[src/rtl/jt900h_bus_arb.sv]
// Fetch/data arbiter for the 16-bit external bus; data accesses are split into little-endian beats.
// Starvation guard forces a fetch grant after STARVE back-to-back data grants while f_req is pending.
module jt900h_bus_arb #(
    parameter int AW     = 24,
    parameter int STARVE = 4
) (
    input  logic          clk,
    input  logic          rst,
    input  logic          cen,
    input  logic          d_req,
    input  logic          d_we,
    input  logic [1:0]    d_size,
    input  logic [AW-1:0] d_addr,
    input  logic [31:0]   d_din,
    output logic [31:0]   d_dout,
    output logic          d_ack,
    input  logic          f_req,
    input  logic [AW-1:0] f_addr,
    output logic [15:0]   f_dout,
    output logic          f_ack,
    output logic [AW-2:0] bus_addr,
    output logic [15:0]   bus_dout,
    input  logic [15:0]   bus_din,
    output logic          bus_rd,
    output logic [1:0]    bus_we,
    input  logic          bus_ok
);

    typedef enum logic [1:0] {IDLE, DATA, FETCH} state_t;

    localparam logic [2:0] STARVE_C = 3'(STARVE);

    state_t        state_q, state_d;
    logic [2:0]    cnt_q, cnt_d;
    logic          we_q, we_d, odd_q, odd_d;
    logic [1:0]    size_q, size_d, beat_q, beat_d;
    logic [47:0]   wbuf_q, wbuf_d, rbuf_q, rbuf_d;
    logic [AW-2:0] addr_q, addr_d;
    logic [31:0]   d_dout_q, d_dout_d;
    logic [15:0]   f_dout_q, f_dout_d, bdout_q, bdout_d;
    logic          d_ack_q, d_ack_d, f_ack_q, f_ack_d, rd_q, rd_d;
    logic [1:0]    bwe_q, bwe_d;
    logic [2:0]    last_byte;
    logic [31:0]   full;
    logic [18:0]   strb;
    logic          unused_f_addr0;

    assign unused_f_addr0 = f_addr[0];

    // Byte positions relative to the even word base: the access spans [odd, last].
    function automatic logic [2:0] last_pos(input logic odd, input logic [1:0] size);
        return {2'b00, odd} + ((size == 2'd0) ? 3'd0 : (size == 2'd1) ? 3'd1 : 3'd3);
    endfunction

    // Returns {rd, we[1:0], dout[15:0]} for one beat; lanes outside the access are zeroed.
    function automatic logic [18:0] beat_strb(input logic we, input logic odd, input logic [1:0] size,
                                              input logic [1:0] beat, input logic [47:0] wbuf);
        logic [2:0]  lo, hi, first, last;
        logic [1:0]  lanes;
        logic [15:0] w;
        first    = {2'b00, odd};
        last     = last_pos(odd, size);
        lo       = {beat, 1'b0};
        hi       = lo + 3'd1;
        lanes[0] = (lo >= first) && (lo <= last);
        lanes[1] = (hi >= first) && (hi <= last);
        w        = wbuf[{beat, 4'b0000} +: 16];
        if (we) return {1'b0, lanes, (lanes[1] ? w[15:8] : 8'h00), (lanes[0] ? w[7:0] : 8'h00)};
        return {1'b1, 2'b00, 16'h0000};
    endfunction

    assign last_byte = last_pos(odd_q, size_q);

    always_comb begin
        state_d  = state_q;
        cnt_d    = cnt_q;
        we_d     = we_q;
        odd_d    = odd_q;
        size_d   = size_q;
        beat_d   = beat_q;
        wbuf_d   = wbuf_q;
        rbuf_d   = rbuf_q;
        addr_d   = addr_q;
        d_dout_d = d_dout_q;
        f_dout_d = f_dout_q;
        bdout_d  = bdout_q;
        rd_d     = rd_q;
        bwe_d    = bwe_q;
        d_ack_d  = 1'b0;
        f_ack_d  = 1'b0;
        strb     = 19'h0;
        full     = 32'h0;
        case (state_q)
            IDLE: begin
                if (d_req && (!f_req || cnt_q < STARVE_C)) begin
                    state_d = DATA;
                    cnt_d   = f_req ? ((cnt_q == 3'd7) ? cnt_q : cnt_q + 3'd1) : 3'd0;
                    we_d    = d_we;
                    odd_d   = d_addr[0];
                    size_d  = d_size;
                    beat_d  = 2'd0;
                    wbuf_d  = d_addr[0] ? {8'h00, d_din, 8'h00} : {16'h0000, d_din};
                    rbuf_d  = 48'h0;
                    addr_d  = d_addr[AW-1:1];
                    strb    = beat_strb(d_we, d_addr[0], d_size, 2'd0, wbuf_d);
                    rd_d    = strb[18];
                    bwe_d   = strb[17:16];
                    bdout_d = strb[15:0];
                end else if (f_req) begin
                    state_d = FETCH;
                    cnt_d   = 3'd0;
                    addr_d  = f_addr[AW-1:1];
                    rd_d    = 1'b1;
                    bwe_d   = 2'b00;
                    bdout_d = 16'h0000;
                end
            end
            DATA: begin
                if (bus_ok) begin
                    if (!we_q) rbuf_d[{beat_q, 4'b0000} +: 16] = bus_din;
                    if (beat_q == last_byte[2:1]) begin
                        state_d = IDLE;
                        rd_d    = 1'b0;
                        bwe_d   = 2'b00;
                        bdout_d = 16'h0000;
                        d_ack_d = 1'b1;
                        full    = odd_q ? rbuf_d[39:8] : rbuf_d[31:0];
                        if (!we_q) begin
                            case (size_q)
                                2'd0:    d_dout_d = {24'h0, full[7:0]};
                                2'd1:    d_dout_d = {16'h0, full[15:0]};
                                default: d_dout_d = full;
                            endcase
                        end
                    end else begin
                        beat_d  = beat_q + 2'd1;
                        addr_d  = addr_q + 1'b1;
                        strb    = beat_strb(we_q, odd_q, size_q, beat_d, wbuf_q);
                        rd_d    = strb[18];
                        bwe_d   = strb[17:16];
                        bdout_d = strb[15:0];
                    end
                end
            end
            FETCH: begin
                if (bus_ok) begin
                    state_d  = IDLE;
                    f_dout_d = bus_din;
                    f_ack_d  = 1'b1;
                    rd_d     = 1'b0;
                end
            end
            default: state_d = IDLE;
        endcase
    end

    always_ff @(posedge clk or posedge rst) begin
        if (rst) begin
            state_q  <= IDLE;
            cnt_q    <= 3'd0;
            we_q     <= 1'b0;
            odd_q    <= 1'b0;
            size_q   <= 2'd0;
            beat_q   <= 2'd0;
            wbuf_q   <= 48'h0;
            rbuf_q   <= 48'h0;
            addr_q   <= '0;
            d_dout_q <= 32'h0;
            f_dout_q <= 16'h0;
            bdout_q  <= 16'h0;
            rd_q     <= 1'b0;
            bwe_q    <= 2'b00;
            d_ack_q  <= 1'b0;
            f_ack_q  <= 1'b0;
        end else if (cen) begin
            state_q  <= state_d;
            cnt_q    <= cnt_d;
            we_q     <= we_d;
            odd_q    <= odd_d;
            size_q   <= size_d;
            beat_q   <= beat_d;
            wbuf_q   <= wbuf_d;
            rbuf_q   <= rbuf_d;
            addr_q   <= addr_d;
            d_dout_q <= d_dout_d;
            f_dout_q <= f_dout_d;
            bdout_q  <= bdout_d;
            rd_q     <= rd_d;
            bwe_q    <= bwe_d;
            d_ack_q  <= d_ack_d;
            f_ack_q  <= f_ack_d;
        end
    end

    assign d_dout   = d_dout_q;
    assign d_ack    = d_ack_q;
    assign f_dout   = f_dout_q;
    assign f_ack    = f_ack_q;
    assign bus_addr = addr_q;
    assign bus_dout = bdout_q;
    assign bus_rd   = rd_q;
    assign bus_we   = bwe_q;

endmodule

[config.mk]
export PLATFORM = sky130hd
export DESIGN_NAME = jt900h_bus_arb
export DESIGN_NICKNAME = d
export VERILOG_FILES = /design/src/rtl/jt900h_bus_arb.sv
export SDC_FILE = /design/constraint.sdc
export NUM_CORES = 1
export LEC_CHECK = 0
export CORE_AREA = 2 2 148 222
export DETAILED_ROUTE_END_ITERATION = 12
export DIE_AREA = 0 0 150 224
export PLACE_DENSITY = 0.56
export SYNTH_ARGS = -nofsm -noshare
export SYNTH_HDL_FRONTEND = slang
export SYNTH_SLANG_ARGS = --single-unit
[constraint.sdc]
create_clock -name clk -period 6.69 [get_ports clk]
set_input_delay 2.007 -clock clk [delete_from_list [all_inputs] [get_ports clk]]
set_output_delay 2.007 -clock clk [all_outputs]
set_load 0.005 [all_outputs]
==> results.env <==
POST_ROUTE_CELLS_DRIVE_ABOVE_1_SHARE_PCT=9.64
P_INT_uW=3010
STATIC-LEAKAGE-POWER_uW=0.00509
GRTUSAGETOTAL_PCT=17.1
REMAINING_ANTENNA_VIOLATION_COUNT=0
DESIGN.FINAL.NETS=1233
POWER.DENSITY_CELL_AREA_mW_PER_MM2=390
NUMBER_OF_DISTINCT_STANDARD_CELLS_REFERENCED_BY_THE_SYNTHESIZED_NETLIST=69
COMBPWRFRAC_PCT=41.3
CLOCK-SKEW-FINAL_NS=0.0101
SETUP.WORST_PATH.END_CLASS='flip-flop'
SYNTH_AREA_PER_CELL_UM2=9.88
FP.DIEW_UM=150
HOLDPATHSTAGES=1
CTS.REPAIR_TIMING.SETUP_BUFFER_COUNT=0
INITIAL_STANDARD_CELL_UTILIZATION_OF_THE_CORE_PCT=29.6
SYNTH_CELL_AREA_MM2=0.00936
LAYOUT_SETUP_WS_NS=2.35
SYNTH_ENABLE_FLOP_CELLS=0
CTS-BUFFERS-INSERTED=17
COUNT_OF_ENDPOINTS_FAILING_HOLD_IN_THE_FINAL_TIMING_REPORT=0
TIMING.RR.START='odd_q'
RRSETUPSLACK_NS=2.63
PERIOD_SHARE_PCT=64.8
WORST_HOLD_PATH.ENDPOINT='d_dout[7]'
YOSYS_WARNINGS=0
WIRE_LENGTH_OF_THE_FIRST_GLOBAL_ROUTING_PASS_MM=44.3
TRITONCTS='done'
MAXIMUM_NUMBER_OF_PINS_ON_ONE_NET_BEFORE_GLOBAL_ROUTE_REPAIR=154
YOSYS.AREA.TOP_TYPE='sky130_fd_sc_hd__dfrtp_1'
YS_DOMINANT_REG_CELL='sky130_fd_sc_hd__dfrtp_1'
PRE_CTS_SETUP_SLACK_NS=1.87
R2R_CELLS=9
CLOCK_NETWORK_POWER_SHARE_PCT=21.0
DRV.MAX_CAP_VIOLATION_COUNT=0
POWER.SWITCHING_uW=1750
AREA.GROWTH.SYNTH_TO_FINAL_PCT=30.3
CTSHOLDBUFFERS=0
CRIT_REQUIRED_NS=7.02
CTS.ROOT.BUFFER_CELL='sky130_fd_sc_hd__clkbuf_16'
POWER.SWITCHING_FRACTION_PCT=36.7
TIMING_MAX_TRANSITION_VIOLATIONS_FINAL=0
DETAILEDPLACEMENTHPWL_MM=19.5
GRT_PASS1_VIAS=7887
DIE_FOOTPRINT_MM2=0.0336
WORSTSETUPPATHTYPE='in -> reg'
DETAILEDROUTE.FIRSTITERATIONVIOLATIONS=402
TIMING.MAX_SLEW.REL_SLACK_PCT=22.4
OVERALL_VIA_COUNT_FROM_DETAIL_ROUTE=7810
CORE_AREA_MM2=0.0316
ASYNC_FLOP_SHARE_PCT=100
HOLDWS_NS=0.479
HP-CLASS='reg -> reg'
INITIAL_ANTENNA_VIOLATION_COUNT=2
FIRSTDRTPASSITERS=5
STARTPOINT_TYPE='input port'
NETLIST_TOP_CELLS_AREA='sky130_fd_sc_hd__dfrtp_1, sky130_fd_sc_hd__nand2_1, sky130_fd_sc_hd__o21ai_0'
SYNTHDOMINANTCELLAREASHARE_PCT=48.9
GLOBALROUTE.TOTALOVERFLOW=0
SHARE_SEQ_OF_TOTAL_POWER_PCT=37.7
WL_PER_CELL_UM=18.2
FFS_LATCHES_SYNTH=183
SYNTH_SEQUENTIAL_AREA_RATIO_PCT=48.9
IO_BUFFER_COUNT=195
VIAS_PER_CELL=5.10
CP.ARRIVAL_NS=4.67
CTS_CLK_PIN_SLEW_WORST_PATHS_NS=0.06
ACHIEVABLE-FREQUENCY_MHz=231
ROUTE.DETAILED.DRC=0
SETUP_VIOL=0
CTS.SINK_COUNT=183
TIMING.SETUP.TNS_NS=0
LIST_OF_MOST_FREQUENT_POST_SYNTHESIS_CELLS='sky130_fd_sc_hd__dfrtp_1, sky130_fd_sc_hd__nand2_1, sky130_fd_sc_hd__o21ai_0'
FINALCRITICALPERIOD_NS=4.34
STATUS='complete, no violations'
FLOORPLAN.IO_PINS=197
POSTLAYOUTCOREUTIL_PCT=38.5
HTREE_LEVELS=4
POSTCTSRESIZEDCELLS=0
HOLD_PATH.STARTPOINT='d_dout[7]'
MEASURED_SLEW_AT_THE_WORST_SLEW_CHECK_PIN_NS=1.16
CRIT_FANOUT=20
IR_DROP_mV=0.158
FINAL_WIRELENGTH_MM=27.9
RSZ0062_AT_GRT='no'
INSERTION_DELAY_NS=0.45
GP_ROUTABILITY_CONGESTION=0.797
N_FILL_CELL=3200
WORST_REG2REG_PATH_ENDPOINT='d_dout[21]'
SYNTHCELLS=947
MAX-CLOCK-PATH-BUFFERS=2
SYNTHESIZED_NET_COUNT=1070
DIE-HEIGHT_UM=224
PLACEMENT_ROWS=80
SYNTH_MOST_COMMON_CELL='sky130_fd_sc_hd__dfrtp_1'
through the flow:
stage	power, uW	instance area (um^2)	std cells
floorplan	2970	9360	947
global route	5130	12200	1531
CTS	4820	12200	1530
detailed placement	3800	11600	1501
global placement	3760	11600	1501
finish	4760	12200	1531
placed cells by master, fill, tap and decap left out, types with 16 or more instances in the layout:
cell,n
sky130_fd_sc_hd__a22o_1,16
sky130_fd_sc_hd__mux2_2,41
sky130_fd_sc_hd__o21ai_0,94
sky130_fd_sc_hd__clkdlybuf4s50_1,194
sky130_fd_sc_hd__o221ai_1,16
sky130_fd_sc_hd__a21oi_1,33
sky130_fd_sc_hd__nand2_1,166
sky130_fd_sc_hd__clkbuf_16,17
sky130_fd_sc_hd__a22oi_1,40
sky130_fd_sc_hd__nor2_1,33
sky130_fd_sc_hd__ha_1,18
sky130_fd_sc_hd__dfrtp_1,183
sky130_fd_sc_hd__nand3_1,42
sky130_fd_sc_hd__mux2i_1,43
state kept, by name, summed over array words and instances (netlist names), 3 cells and up:
name and cells:
bus_addr 23, bus_dout 16, cnt_q 3, d_dout 32, f_dout 16, rbuf_q 40, wbuf_q 40
layout make-up:
cell class	instances	area, um^2	share of cell area (%)
flip-flops and latches	183	4580	37.6
diodes	1	2.50	0.0205
multi-input cells	685	4420	36.2
clock buffers	22	464	3.81
well taps	410	513	4.21
clock inverters	7	96.3	0.790
repair buffers	208	2060	16.9
inverters	15	60.1	0.493
cell families (layout without fill, tap and decap cells):
family | Yosys count | after routing | share of synthesized area [%]
multiplexers | 84 | 84 | 9.53
flip-flops | 183 | 183 | 48.9
adder cells (fa/ha/maj) | 18 | 18 | 2.41
AO/OA/AOI/OAI | 271 | 271 | 19.1
buffers and inverters | 79 | 252 | 3.92
XOR/XNOR | 2 | 2 | 0.267
other | 0 | 1 | 0
AND/OR/NAND/NOR | 310 | 310 | 15.8
power by group through the flow:
stage	Clock (uW)	Sequential (uW)	Combinational (uW)
3_5_place_dp	0	1810	1990
3_3_place_gp	0	1800	1960
4_1_cts	1040	1790	1990
2_1_floorplan	0	1730	1240
5_1_grt	1090	1850	2190
6_report	1000	1790	1970
per-layer routing:
| layer | GRT usage, % | up-vias | part of all wire [%] |
|---|---|---|---|
| met5 | 0 | - | 0.039 |
| met4 | 7.52 | 2 | 3.2 |
| met3 | 3.38 | 44 | 4.5 |
| met2 | 28.9 | 184 | 50 |
| met1 | 21.0 | 3807 | 42 |
| li1 | - | 3773 | - |
worst max-delay path, cell delays in order:
cell and delay (ns):
sky130_fd_sc_hd__clkdlybuf4s50_1 0.70, sky130_fd_sc_hd__inv_2 0.13, sky130_fd_sc_hd__or4_4 0.73, sky130_fd_sc_hd__a21oi_2 0.72, sky130_fd_sc_hd__and4_1 0.32, sky130_fd_sc_hd__nor3_2 0.05
how the worst max path moves through the flow:
stage | start | endpoint
5_1_grt | cen | bus_addr[20]
4_1_cts | cen | bus_addr[20]
6_report | cen | bus_addr[14]
2_1_floorplan | rst | beat_q[0]
3_3_place_gp | cen | bus_addr[14]
3_5_place_dp | cen | bus_addr[20]
Note: power is estimated with default switching activity, not from simulation.
==> RTL change 1: new RTL, same settings <==
`AW`: 24 -> 12.
--- a/src/rtl/jt900h_bus_arb.sv
+++ b/src/rtl/jt900h_bus_arb.sv
@@ -3,3 +3,3 @@
 module jt900h_bus_arb #(
-    parameter int AW     = 24,
+    parameter int AW     = 12,
     parameter int STARVE = 4
Ports: changed (resized bus_addr, d_addr and f_addr); port bits go from 197 to 161. No check against the original RTL was run, so the function may have changed too.
==> RTL change 1 against the unedited design <==
  * Cell area shrank 5.9%
  * Core utilization shrank 2.3 points
  * Wire length is essentially flat
  * Combinational power grew 3%
  * Area after synthesis shrank 5.0%
  * Global-route usage shrank 0.34 points
  * Setup slack gained 0.099 ns
  * Power grew 1.6%
  * Die area is the same
  * Count of clock-buffer cells in the layout shrank 4
  * Sequential cell count shrank 12
  * Critical endpoint is now d_dout[11]
  * Highest routed layer is now met4
==> RTL change 1: results (changes against the unedited design) <==
- First-pass GRT wire length: 43,200 µm (-2.6%)
- Via count of the first global-routing pass: 7,271 (-7.8%)
- Root Buffer: clkbuf_16
- Status: finished clean
- Gpl congestion: 0.770 (-3.3%)
- Ratio of cells with drive above 1 in the final layout: 12.4% (+2.8 points)
- FILL cells: 3,271 (+2.2%)
- Drt via density: 5.25 (+2.9%)
- Post-detail-place hpwl: 19,400 µm (-0.61%)
- RR Startpoint: size_q[1]
- Worst path arrival time: 4.60 ns (-0.07 ns)
- Largest cells by area after synthesis: dfrtp_1 48%, mux2_2 4.7%, mux2i_1 4.6%
- Commonest cells post-synth: 171 x dfrtp_1, 105 x nand2_1, 61 x nand3_1, 42 x a22o_1, 41 x mux2i_1
- Ant. Diodes: 0 (-1)
- Sequential area share after synthesis: 48.1% (-0.80 points)
- Hold_sp: wbuf_q[34]
- FF-to-FF End: d_dout[11]
- Cell depth of the worst hold path: 2 (+1)
- Initial antenna violation count: 0 (-2)
- Post-DP Area: 10,800 µm² (-6.9%)
- CTS resizes: 0 (unchanged)
- Reg2Reg Setup Slack: 3.22 ns (+0.59 ns)
- Worst clock skew: 0.0117 ns (+0.00163 ns)
- Worst-path fanout max: 14 (-30%)
- Hold EP: wbuf_q[34]
- 1st-iter DRT viols: 533 (+33%)
- Int Power: 3.04 mW (+1.1%)
- Largest net degree at the start of global routing: 94 (-39%)
- Library cells used by synthesis: 65 (-5.8%)
- R2R depth: 8 (-1)
- All-Layer GR Usage: 16.8% (-0.34 points)
- IO buf count: 159 (-18%)
- Fin nets: 1,074 (-13%)
- Relative slew margins: 22.2% (-0.27 points)
- Synth Net Count: 944 (-12%)
==> RTL change 1: worst max-delay path by stage <==
stage	from	depth (start not counted)	endpoint
final	cen	5	d_dout[11]
after global routing	cen	5	d_dout[8]
after CTS	cen	5	d_dout[13]
after detailed placement	cen	5	d_dout[8]
after global placement	cen	5	d_dout[8]
after floorplan	rst	1	beat_q[0]
==> RTL change 1: logic make-up (layout without fill, tap and decap cells) <==
logic type | Yosys count | in the layout | share of synthesized area [%]
AOI/OAI and AO/OA | 230 | 230 | 20.8
xor gates and xnor gates | 1 | 1 | 0.0985
adders and majority gates | 18 | 18 | 2.53
buffers and inverters | 87 | 230 | 4.60
DFF | 171 | 171 | 48.1
muxes | 78 | 78 | 9.30
and+or+nand+nor | 260 | 260 | 14.5
==> RTL change 1: per-layer routing <==
metal,part of all wire (%),up-vias,global-route usage (%)
met2,53,195,29.9
met4,2.6,0,6.27
met3,4.0,34,2.79
met1,40,3679,20.0
li1,-,3433,-
met5,0,-,0
==> RTL change 1: power groups by stage <==
stage	clock [mW]	combinational (mW)	sequential, mW
6_report	1.11	2.03	1.69
5_1_grt	1.17	2.25	1.74
4_1_cts	1.14	2.07	1.69
3_5_place_dp	0	2.07	1.71
3_3_place_gp	0	2.04	1.70
2_1_floorplan	0	1.18	1.65
==> RTL change 1: worst max-delay path: stages <==
cell	delay, ns
clkdlybuf4s50_1	0.76
nand3_1	0.21
nor4_1	0.88
and2_1	0.51
a32o_1	0.23
==> RTL change 1: cell type report <==
cell class	count	share of cell area (%)
Clock buffer	18	3.74
Clock inverter	14	1.93
Inverter	20	0.698
Multi-Input combinational cell	587	36.7
Sequential cell	171	37.3
Tap cell	410	4.47
Timing Repair Buffer	178	15.2
==> RTL change 1: through the flow <==
stage / util, % / instances / power (mW) / setup slack [ns] / hold slack, ns
2_1_floorplan: - / 845 / 2.83 / 0.0512 / 0.437
3_3_place_gp: 34.2 / 1366 / 3.75 / 1.99 / 0.454
3_5_place_dp: 34.2 / 1366 / 3.78 / 1.99 / 0.456
4_1_cts: 36.3 / 1398 / 4.90 / 2.43 / 0.474
5_1_grt: 36.3 / 1398 / 5.16 / 2.29 / 0.489
6_report: 36.3 / 1398 / 4.83 / 2.45 / 0.470
==> RTL change 2: new RTL, same flow settings <==
Without the edit above. Re-encode `state_t` (3 states) as one-hot, 3 bits wide.
--- a/src/rtl/jt900h_bus_arb.sv
+++ b/src/rtl/jt900h_bus_arb.sv
@@ -28,3 +28,3 @@
 
-    typedef enum logic [1:0] {IDLE, DATA, FETCH} state_t;
+    typedef enum logic [2:0] {IDLE = 3'b001, DATA = 3'b010, FETCH = 3'b100} state_t;
 
Behaviour: same outputs for any inputs over 4 cycles, from zero or initial values and one cycle with rst high; so few cycles prove little.
==> RTL change 2 against the unedited design <==
  * Wire length rose by 14%
  * Register-to-register slack improved by 0.68 ns
  * Setup slack improved by 0.18 ns
  * Sequential power rose by 2%
  * Area after synthesis rose by 5.4%
  * Combinational power rose by 15%
  * Sequential cell count rose by 1
  * First-iteration DRC count rose by 38%
  * Power rose by 7.7%
  * Cell area rose by 4.9%
==> RTL change 2: results (changes against the unedited design) <==
- Status: finished clean
- Hold EP: wbuf_q[34]
- Final wirelength: 31,700 µm (+14%)
- F_max: 240 MHz (+4.3%)
- Relative slew margins: 18.7% (-3.8 points)
- Worst Hold Slack: 0.471 ns (-0.00800 ns)
- Clock-pin slew on the worst setup and hold paths: 0.08 ns (+0.02 ns)
- Peak VDD IR: 0.272 mV (+72%)
- Largest cells by area after synthesis: dfrtp_1 46%, mux2i_1 6.6%, a22o_1 3.8%
- Vias: 8,532 (+9.2%)
- First-pass GRT wire length: 49,300 µm (+11%)
- Met1 Wirelength: 13,100 µm (+12%)
- Largest net degree at the start of global routing: 185 (+20%)
- Root Buffer: clkbuf_16
- Reg2Reg Setup Slack: 3.31 ns (+0.68 ns)
- Pleak: 5.31 nW (+4.4%)
- M1 GR Usage: 23.4% (+2.3 points)
- Library cells used by synthesis: 74 (+7.2%)
- Synth Area in XOR/XNOR: 0.178% (-0.090 points)
- Via count of the first global-routing pass: 8,397 (+6.5%)
- Initial antenna violation count: 1 (-1)
- Post-synthesis compound-gate area fraction: 23.2% (+4.0 points)
- DR pass1 iterations: 7 (+2)
- Metal2 WL: 16,600 µm (+18%)
- Placed cell count: 1,503 (+0.13%)
- R2R depth: 8 (-1)
- Met3 Wirelength: 1240 µm (-1.2%)
- Post-Place Setup Slack: 2.10 ns (+0.231 ns)
- Multiplexer share of the synthesized area: 10.8% (+1.3 points)
- Drt via density: 5.56 (+9.0%)
- Met3 usage: 3.03% (-0.35 points)
- Worst-path fanout max: 25 (+25%)
- Synth Net Count: 1,072 (+0.19%)
- Asr flop ratio synth: 100% (unchanged)
- Worst clock skew: 0.0125 ns (+0.00240 ns)
- Post-detail-place hpwl: 22,300 µm (+15%)
- Commonest cells post-synth: 183 x dfrtp_1, 87 x nand2_1, 65 x mux2i_1, 64 x o21ai_0, 48 x clkbuf_1
- All-Layer GR Usage: 18.8% (+1.7 points)
- Fin nets: 1,231 (-0.16%)
- Cell depth of the worst hold path: 2 (+1)
- Post-DP Area: 12,200 µm² (+4.9%)
- Worst path arrival time: 4.48 ns (-0.19 ns)
- Post-Syn Instances: 953 (+0.63%)
- Ant. Diodes: 0 (-1)
- Adder and majority gate portion of the synthesized area: 1.78% (-0.63 points)
- Met2 usage: 33.2% (+4.4 points)
- Sequential area share after synthesis: 46.7% (-2.2 points)
- Gpl congestion: 0.824 (+3.5%)
- CTS resizes: 0 (unchanged)
-- RTL change 2: cell types whose count changed in the layout (fill, tap and decap cells not counted), sizes merged, moves of 15 or more --
cell,before,now
nand2,166,87
a22o,16,43
mux2i,43,65
o221ai,16,1
nand3,43,22
o22a,0,18
o2bb2ai,1,17
o21ai,102,69
o211ai,2,24
a32oi,1,24
a22oi,40,14
-- RTL change 2: worst max-delay path: stages --
cell and delay [ns]:
clkdlybuf4s50_1 0.76, nor4bb_1 0.51, o21ai_2 0.45, nand2_1 0.38
mux2_2 0.37
-- RTL change 2: cell type report --
type                            count  area (µm²)
Fill cell                        3170       18800
Clock inverter                     14         159
Timing Repair Buffer              214        2100
Inverter                           16        63.8
Clock buffer                       18         429
Sequential cell                   184        4610
Multi-Input combinational cell    679        4910
Tap cell                          410         513
-- RTL change 2: where the power goes --
part / switching, mW / internal, mW / leakage (nW)
clock network: 0.492 / 0.532 / 0.275
registers: 0.354 / 1.48 / 2.40
logic: 1.21 / 1.06 / 2.64
